**src/rtl/uart_pkg.sv**
```systemverilog
// Shared definitions for the parametrised UART receiver.
// Latency: n/a (types, constants and a pure function only).
// Backpressure: n/a.
package uart_pkg;

    typedef enum logic [2:0] {
        S_IDLE,
        S_START,
        S_DATA,
        S_PARITY,
        S_STOP
    } rx_state_t;

    localparam int PAR_NONE = 0;
    localparam int PAR_ODD  = 1;
    localparam int PAR_EVEN = 2;

    // 2-of-3 majority used to de-noise each bit around its centre.
    function automatic logic maj3(input logic a, input logic b, input logic c);
        return (a & b) | (a & c) | (b & c);
    endfunction

endpackage

```
**src/rtl/uart_rx_sync.sv**
```systemverilog
// Input synchroniser for the async serial line, with falling-edge detect.
// Latency: STAGES clocks from din to rx; fall is combinational on the last two flops.
// Backpressure: none, free-running.
//   clk   in   system clock
//   rst_n in   synchronous active-low reset (flops reset to idle-high)
//   din   in   async serial line
//   rx    out  synchronised line
//   fall  out  rx is 1 and the stage before it is 0 (start edge about to appear on rx)
module uart_rx_sync #(
    parameter int STAGES = 3
) (
    input  logic clk,
    input  logic rst_n,
    input  logic din,
    output logic rx,
    output logic fall
);

    logic [STAGES-1:0] s;

    always_ff @(posedge clk) begin
        if (!rst_n) begin
            s <= '1;
        end else begin
            s <= {s[STAGES-2:0], din};
        end
    end

    assign rx   = s[STAGES-1];
    assign fall = s[STAGES-1] & ~s[STAGES-2];

endmodule

```
**src/rtl/uart_rx_param.sv**
```systemverilog
// Parametrised UART receiver: majority-voted sampling, parity/framing/break/overrun flags.
// Latency: dout_vld rises SYNC_STAGES-1 + (frame bits before last stop)*CLK_DIV + CLK_DIV/2 + 2 clocks after din falls.
// Backpressure: dout/flags held until dout_rdy; a frame completing while unaccepted is dropped with overrun_err.
//   clk, rst_n        system clock, synchronous active-low reset
//   din               async serial line, idle high
//   dout, dout_vld    received word and its valid; dout_rdy accepts it
//   parity_err, frame_err, brk_det  flags belonging to the current dout
//   overrun_err       1-cycle pulse when a finished word is dropped
//   busy              receiver is inside a frame
module uart_rx_param #(
    parameter int CLK_DIV     = 217,
    parameter int DATA_BITS   = 8,
    parameter int PARITY      = 0,
    parameter int STOP_BITS   = 1,
    parameter int SYNC_STAGES = 3
) (
    input  logic                 clk,
    input  logic                 rst_n,
    input  logic                 din,
    output logic [DATA_BITS-1:0] dout,
    output logic                 dout_vld,
    input  logic                 dout_rdy,
    output logic                 parity_err,
    output logic                 frame_err,
    output logic                 brk_det,
    output logic                 overrun_err,
    output logic                 busy
);
    import uart_pkg::*;

    localparam int CW  = $clog2(CLK_DIV);
    localparam int BW  = $clog2(DATA_BITS + 1);
    localparam int MID = CLK_DIV / 2;

    localparam logic [CW-1:0] CNT_LAST = CW'(CLK_DIV - 1);
    localparam logic [CW-1:0] CNT_S0   = CW'(MID - 1);
    localparam logic [CW-1:0] CNT_S1   = CW'(MID);
    localparam logic [CW-1:0] CNT_DEC  = CW'(MID + 1);
    localparam logic [BW-1:0] BIT_LAST  = BW'(DATA_BITS - 1);
    localparam logic [BW-1:0] STOP_LAST = BW'(STOP_BITS - 1);

    logic                 rx;
    logic                 fall;
    rx_state_t            state;
    logic [CW-1:0]        cnt;
    logic [BW-1:0]        bitn;
    logic                 samp0;
    logic                 samp1;
    logic [DATA_BITS-1:0] shreg;
    logic                 perr_q;
    logic                 ferr_q;
    logic                 any_one;
    logic [CW-1:0]        idle_cnt;
    logic                 armed;

    logic bit_val;
    logic frame_done;
    logic ferr_now;

    uart_rx_sync #(.STAGES(SYNC_STAGES)) u_sync (
        .clk  (clk),
        .rst_n(rst_n),
        .din  (din),
        .rx   (rx),
        .fall (fall)
    );

    // Third sample is the live rx at the decision count.
    assign bit_val    = maj3(samp0, samp1, rx);
    assign frame_done = (state == S_STOP) && (cnt == CNT_DEC) && (bitn == STOP_LAST);
    assign ferr_now   = ferr_q | ~bit_val;
    assign busy       = (state != S_IDLE);

    // Arming: the line must sit high for a full bit time before a start edge counts.
    // A frame ending in a framing error (including a break) disarms until that happens again.
    always_ff @(posedge clk) begin
        if (!rst_n) begin
            armed    <= 1'b0;
            idle_cnt <= '0;
        end else if (frame_done && ferr_now) begin
            armed    <= 1'b0;
            idle_cnt <= '0;
        end else if (!rx) begin
            idle_cnt <= '0;
        end else if (idle_cnt == CNT_LAST) begin
            armed <= 1'b1;
        end else begin
            idle_cnt <= idle_cnt + 1'b1;
        end
    end

    always_ff @(posedge clk) begin
        if (!rst_n) begin
            state       <= S_IDLE;
            cnt         <= '0;
            bitn        <= '0;
            samp0       <= 1'b0;
            samp1       <= 1'b0;
            shreg       <= '0;
            perr_q      <= 1'b0;
            ferr_q      <= 1'b0;
            any_one     <= 1'b0;
            dout        <= '0;
            dout_vld    <= 1'b0;
            parity_err  <= 1'b0;
            frame_err   <= 1'b0;
            brk_det     <= 1'b0;
            overrun_err <= 1'b0;
        end else begin
            overrun_err <= 1'b0;
            if (dout_vld && dout_rdy) begin
                dout_vld <= 1'b0;
            end
            if (state != S_IDLE) begin
                cnt <= (cnt == CNT_LAST) ? '0 : cnt + 1'b1;
            end
            if (cnt == CNT_S0) begin
                samp0 <= rx;
            end
            if (cnt == CNT_S1) begin
                samp1 <= rx;
            end

            case (state)
                S_IDLE: begin
                    if (fall && armed) begin
                        state   <= S_START;
                        cnt     <= '0;
                        bitn    <= '0;
                        perr_q  <= 1'b0;
                        ferr_q  <= 1'b0;
                        any_one <= 1'b0;
                    end
                end
                S_START: begin
                    if (cnt == CNT_DEC && bit_val) begin
                        state <= S_IDLE;            // start bit not really low: glitch
                    end else if (cnt == CNT_LAST) begin
                        state <= S_DATA;
                    end
                end
                S_DATA: begin
                    if (cnt == CNT_DEC) begin
                        shreg   <= {bit_val, shreg[DATA_BITS-1:1]};
                        any_one <= any_one | bit_val;
                    end
                    if (cnt == CNT_LAST) begin
                        if (bitn == BIT_LAST) begin
                            bitn  <= '0;
                            state <= (PARITY != PAR_NONE) ? S_PARITY : S_STOP;
                        end else begin
                            bitn <= bitn + 1'b1;
                        end
                    end
                end
                S_PARITY: begin
                    if (cnt == CNT_DEC) begin
                        perr_q  <= (^shreg ^ bit_val) != (PARITY == PAR_ODD);
                        any_one <= any_one | bit_val;
                    end
                    if (cnt == CNT_LAST) begin
                        state <= S_STOP;
                    end
                end
                S_STOP: begin
                    if (cnt == CNT_DEC) begin
                        if (bitn == STOP_LAST) begin
                            // Leave at the last decision so a new start edge may
                            // land in the second half of the stop bit.
                            state <= S_IDLE;
                            if (!dout_vld || dout_rdy) begin
                                dout       <= shreg;
                                dout_vld   <= 1'b1;
                                parity_err <= perr_q;
                                frame_err  <= ferr_now;
                                brk_det    <= ~(any_one | bit_val);
                            end else begin
                                overrun_err <= 1'b1;
                            end
                        end else begin
                            ferr_q  <= ferr_now;
                            any_one <= any_one | bit_val;
                        end
                    end else if (cnt == CNT_LAST) begin
                        bitn <= bitn + 1'b1;
                    end
                end
                default: state <= S_IDLE;
            endcase
        end
    end

endmodule

```
**config.mk**
```make
export PLATFORM = sky130hd
export DESIGN_NAME = uart_rx_param
export DESIGN_NICKNAME = d
export VERILOG_FILES = /design/src/rtl/uart_pkg.sv /design/src/rtl/uart_rx_sync.sv /design/src/rtl/uart_rx_param.sv
export SDC_FILE = /design/constraint.sdc
export NUM_CORES = 1
export LEC_CHECK = 0
export CORE_ASPECT_RATIO = 0.7
export CORE_MARGIN = 2
export CORE_UTILIZATION = 63
export CTS_CLUSTER_DIAMETER = 150
export CTS_CLUSTER_SIZE = 28
export DETAILED_ROUTE_END_ITERATION = 8
export PLACE_DENSITY = 0.84
export SLEW_MARGIN = 10
export SYNTH_ARGS = -nofsm -noshare
export SYNTH_HDL_FRONTEND = slang
export SYNTH_HIERARCHICAL = 1
export SYNTH_SLANG_ARGS = --single-unit
export TNS_END_PERCENT = 30
```
**constraint.sdc**
```tcl
create_clock -name clk -period 2.7 [get_ports clk]
set_input_delay 0.27 -clock clk [delete_from_list [all_inputs] [get_ports clk]]
set_output_delay 0.27 -clock clk [all_outputs]
set_load 0.005 [all_outputs]
```
==> impl_metrics.env <==
export IMPL_holdCritPathClass="reg2reg"
export IMPL_wirelength_mm=6.083
export IMPL_core_area_um2=3994
export IMPL_synth_cells=300
export IMPL_syn_to_final_growth_pct=9.878
export IMPL_clkSlewWorstSetupHoldPaths_ns=0.09
export IMPL_crit_type="reg2out"
export IMPL_dp_hpwl_mm=4.329
export IMPL_ys_warnings_count=6
export IMPL_cts_path_max_buffers=2
export IMPL_period_share=0.7918
export IMPL_p_leak_nw=0.9959
export IMPL_synthFlopType="dfxtp_1"
export IMPL_fill_cells=318
export IMPL_fmax_ghz=0.4678
export IMPL_p_per_area_nw_per_um2=456.4
export IMPL_clock_skew_ns=0.004351
export IMPL_cts_resized=0
export IMPL_grt_antenna_before_repair=0
export IMPL_yosysSeqAreaShare=0.3989
export IMPL_gp_congestion=0.9427
export IMPL_setup_tns_ns=0
export IMPL_cp_slowest_cell="dfxtp_1"
export IMPL_drive_gt1_frac=0.06129
export IMPL_pin_count=18
export IMPL_synth_avg_cell_area_um2=8.867
export IMPL_max_cap_viol_count=0
export IMPL_gr_total_overflow=0
export IMPL_dr_total_vias=2311
export IMPL_dieWidth_um=81.67
export IMPL_clock_sinks=53
export IMPL_fin_area_um2=2923
export IMPL_ys_async_sr_fraction=0
export IMPL_die_h_um=58.37
export IMPL_cp_arrival_ns=1.87
export IMPL_synthesis_nets=311
export IMPL_layoutNonFillerInstCount=362
export IMPL_hold_viol_final=0
export IMPL_insertion_delay_ns=0.30
export IMPL_finalSetupViolCount=0
export IMPL_synth_cell_type_count=52
export IMPL_placed_cells=355
export IMPL_regToRegSetupSlack_ns=0.59
export IMPL_root_buffer="clkbuf_8"
export IMPL_num_antenna_cells=0
export IMPL_cp_required_ns=2.43
export IMPL_grt_setup_unrepaired="no"
export IMPL_max_stage_delay_ns=0.76
export IMPL_place_area_um2=2833
export IMPL_crit_path_end_kind="output pin"
export IMPL_fin_nets=321
export IMPL_cts_max_level=2
export IMPL_ir_drop_uv=360.4
export IMPL_first_pass_iters=5
export IMPL_synth_edf_count=0
export IMPL_slew_headroom=0.5046
export IMPL_grt_usage=0.2753
export IMPL_tightest_slew_ns=0.7415
export IMPL_rows=19
export IMPL_synth_seq_cells=53
export IMPL_cp_max_fo=17
export IMPL_initial_core_util=0.6660
export IMPL_syn_cell_area_um2=2660
export IMPL_cts_buffers_inserted=5
export IMPL_wire_per_inst_um=16.80
export IMPL_grt_start_max_net_pins=29
export IMPL_outcome="finished, final reports clean"
export IMPL_grt_pass1_vias=2058
export IMPL_drc=0
export IMPL_startpoint_type="flip-flop"
export IMPL_portBuffers=17
export IMPL_grt_pass1_wl_mm=10.01
export IMPL_initialDrtViolationCount=250
export IMPL_hold_buffers=0
export IMPL_finalCriticalPeriod_ns=2.138
export IMPL_cts_tree="done"
export IMPL_cp_cell_sequence="nor3_4, inv_1, clkdlybuf4s50_1"
export IMPL_reg2reg_depth=5
export IMPL_hold_depth=1
export IMPL_drt_vias_per_instance=6.384
export IMPL_total_power_w=0.001334
export IMPL_post_cts_buffers=0
export IMPL_drv_slew=0
export IMPL_dieArea_um2=4766
export IMPL_ant_nets=0
## cells by family (layout without fill, tap and decap cells)
group                    after synthesis  after routing  share of synthesized area
AO/OA/AOI/OAI                         65             65                     0.1505
XOR/XNOR                              14             14                    0.05127
adder cells (fa/ha/maj)                8              8                    0.03716
buffers and inverters                 26             36                    0.04468
flip-flops                            53             53                     0.3989
multiplexers                          13             13                    0.04892
AND/OR/NAND/NOR                      121            121                     0.2686
## worst paths after layout
check	from	to
setup reg to reg	cnt[0]	idle_cnt[2]
hold / removal	u_sync/s[0]	u_sync/s[1]
setup / recovery	state[1]	busy
hold reg to reg	u_sync/s[0]	u_sync/s[1]
## registers in the layout (all words and copies together), names as in the netlist, 3 cells and up
| name | count |
|---|---|
| cnt | 8 |
| dout | 8 |
| idle_cnt | 8 |
| shreg | 8 |
| bitn | 4 |
| state | 3 |
| u_sync/s | 3 |
## power breakdown
part           switching [W]  internal, W  total [W]  leakage (nW)
clock network       0.000248     0.000203   0.000451        0.0433
logic              0.0000500    0.0000300  0.0000799         0.524
registers          0.0000137     0.000790   0.000803         0.428
## synth_stat cells (3+ instances only)
master     n  area [µm²]
o211ai_1   6       45.04
inv_1      9       33.78
mux2i_1   13       130.1
buf_2      5       25.02
o21ai_0   18       90.09
nand4b_1   3       26.28
or3_1      3       18.77
nor3_1     6       30.03
nand3b_1   3       22.52
a21oi_1   23       115.1
nand2b_1   5       31.28
nand2_1   15       56.30
nand3_1   15       75.07
and4_1     4       35.03
nor2_1    28       105.1
nor2b_1    6       37.54
and2_1     3       18.77
xor2_1     3       26.28
xnor2_1   10       87.58
dfxtp_1   53        1061
ha_1       7       87.58
clkbuf_1   8       30.03
nand4_1   16       100.1
## per-layer routing
metal	wire length, µm	share of wire	up-vias	global-route usage
met1	2846	0.47	1081	0.4041
li1	-	-	1108	-
met4	113	0.019	0	0.09286
met3	416	0.068	23	0.06135
met5	0	0	-	0
met2	2706	0.44	99	0.4040
## cells in the final DEF (no fill, tap or decap), drive strengths merged, types with 10 or more instances in the layout
cell	count
a21oi	23
clkdlybuf4s50	17
dfxtp	53
mux2i	13
nand2	15
nand3	15
nand4	17
nor2	28
o21ai	18
xnor2	10
## critical path, delay by kind of cell (launching register included)
kind                   cells  cell delay [ns]
and+or+nand+nor            1             0.14
buffers and inverters      2             0.66
DFF                        1             0.76
## final cells by class
class	count	area, µm²	area share
timing repair buffer	20	192.7	0.06592
tap	52	65.06	0.02226
clock buffer	6	82.58	0.02825
clock inverter	1	7.507	0.002568
multi-input combinational	221	1480	0.5064
inverter	9	33.78	0.01156
sequential	53	1061	0.3630
## stage by stage
| stage | setup WS [ns] | hold WS, ns | utilization |
|---|---|---|---|
| floorplan | 1.070 | 0.3430 | - |
| global placement | 0.6745 | 0.4141 | 0.7093 |
| detailed placement | 0.6195 | 0.4022 | 0.7093 |
| CTS | 0.5717 | 0.4248 | 0.7318 |
| global route | 0.3820 | 0.4609 | 0.7318 |
| finish | 0.5622 | 0.4217 | 0.7318 |
(Power assumes the default switching activity.)
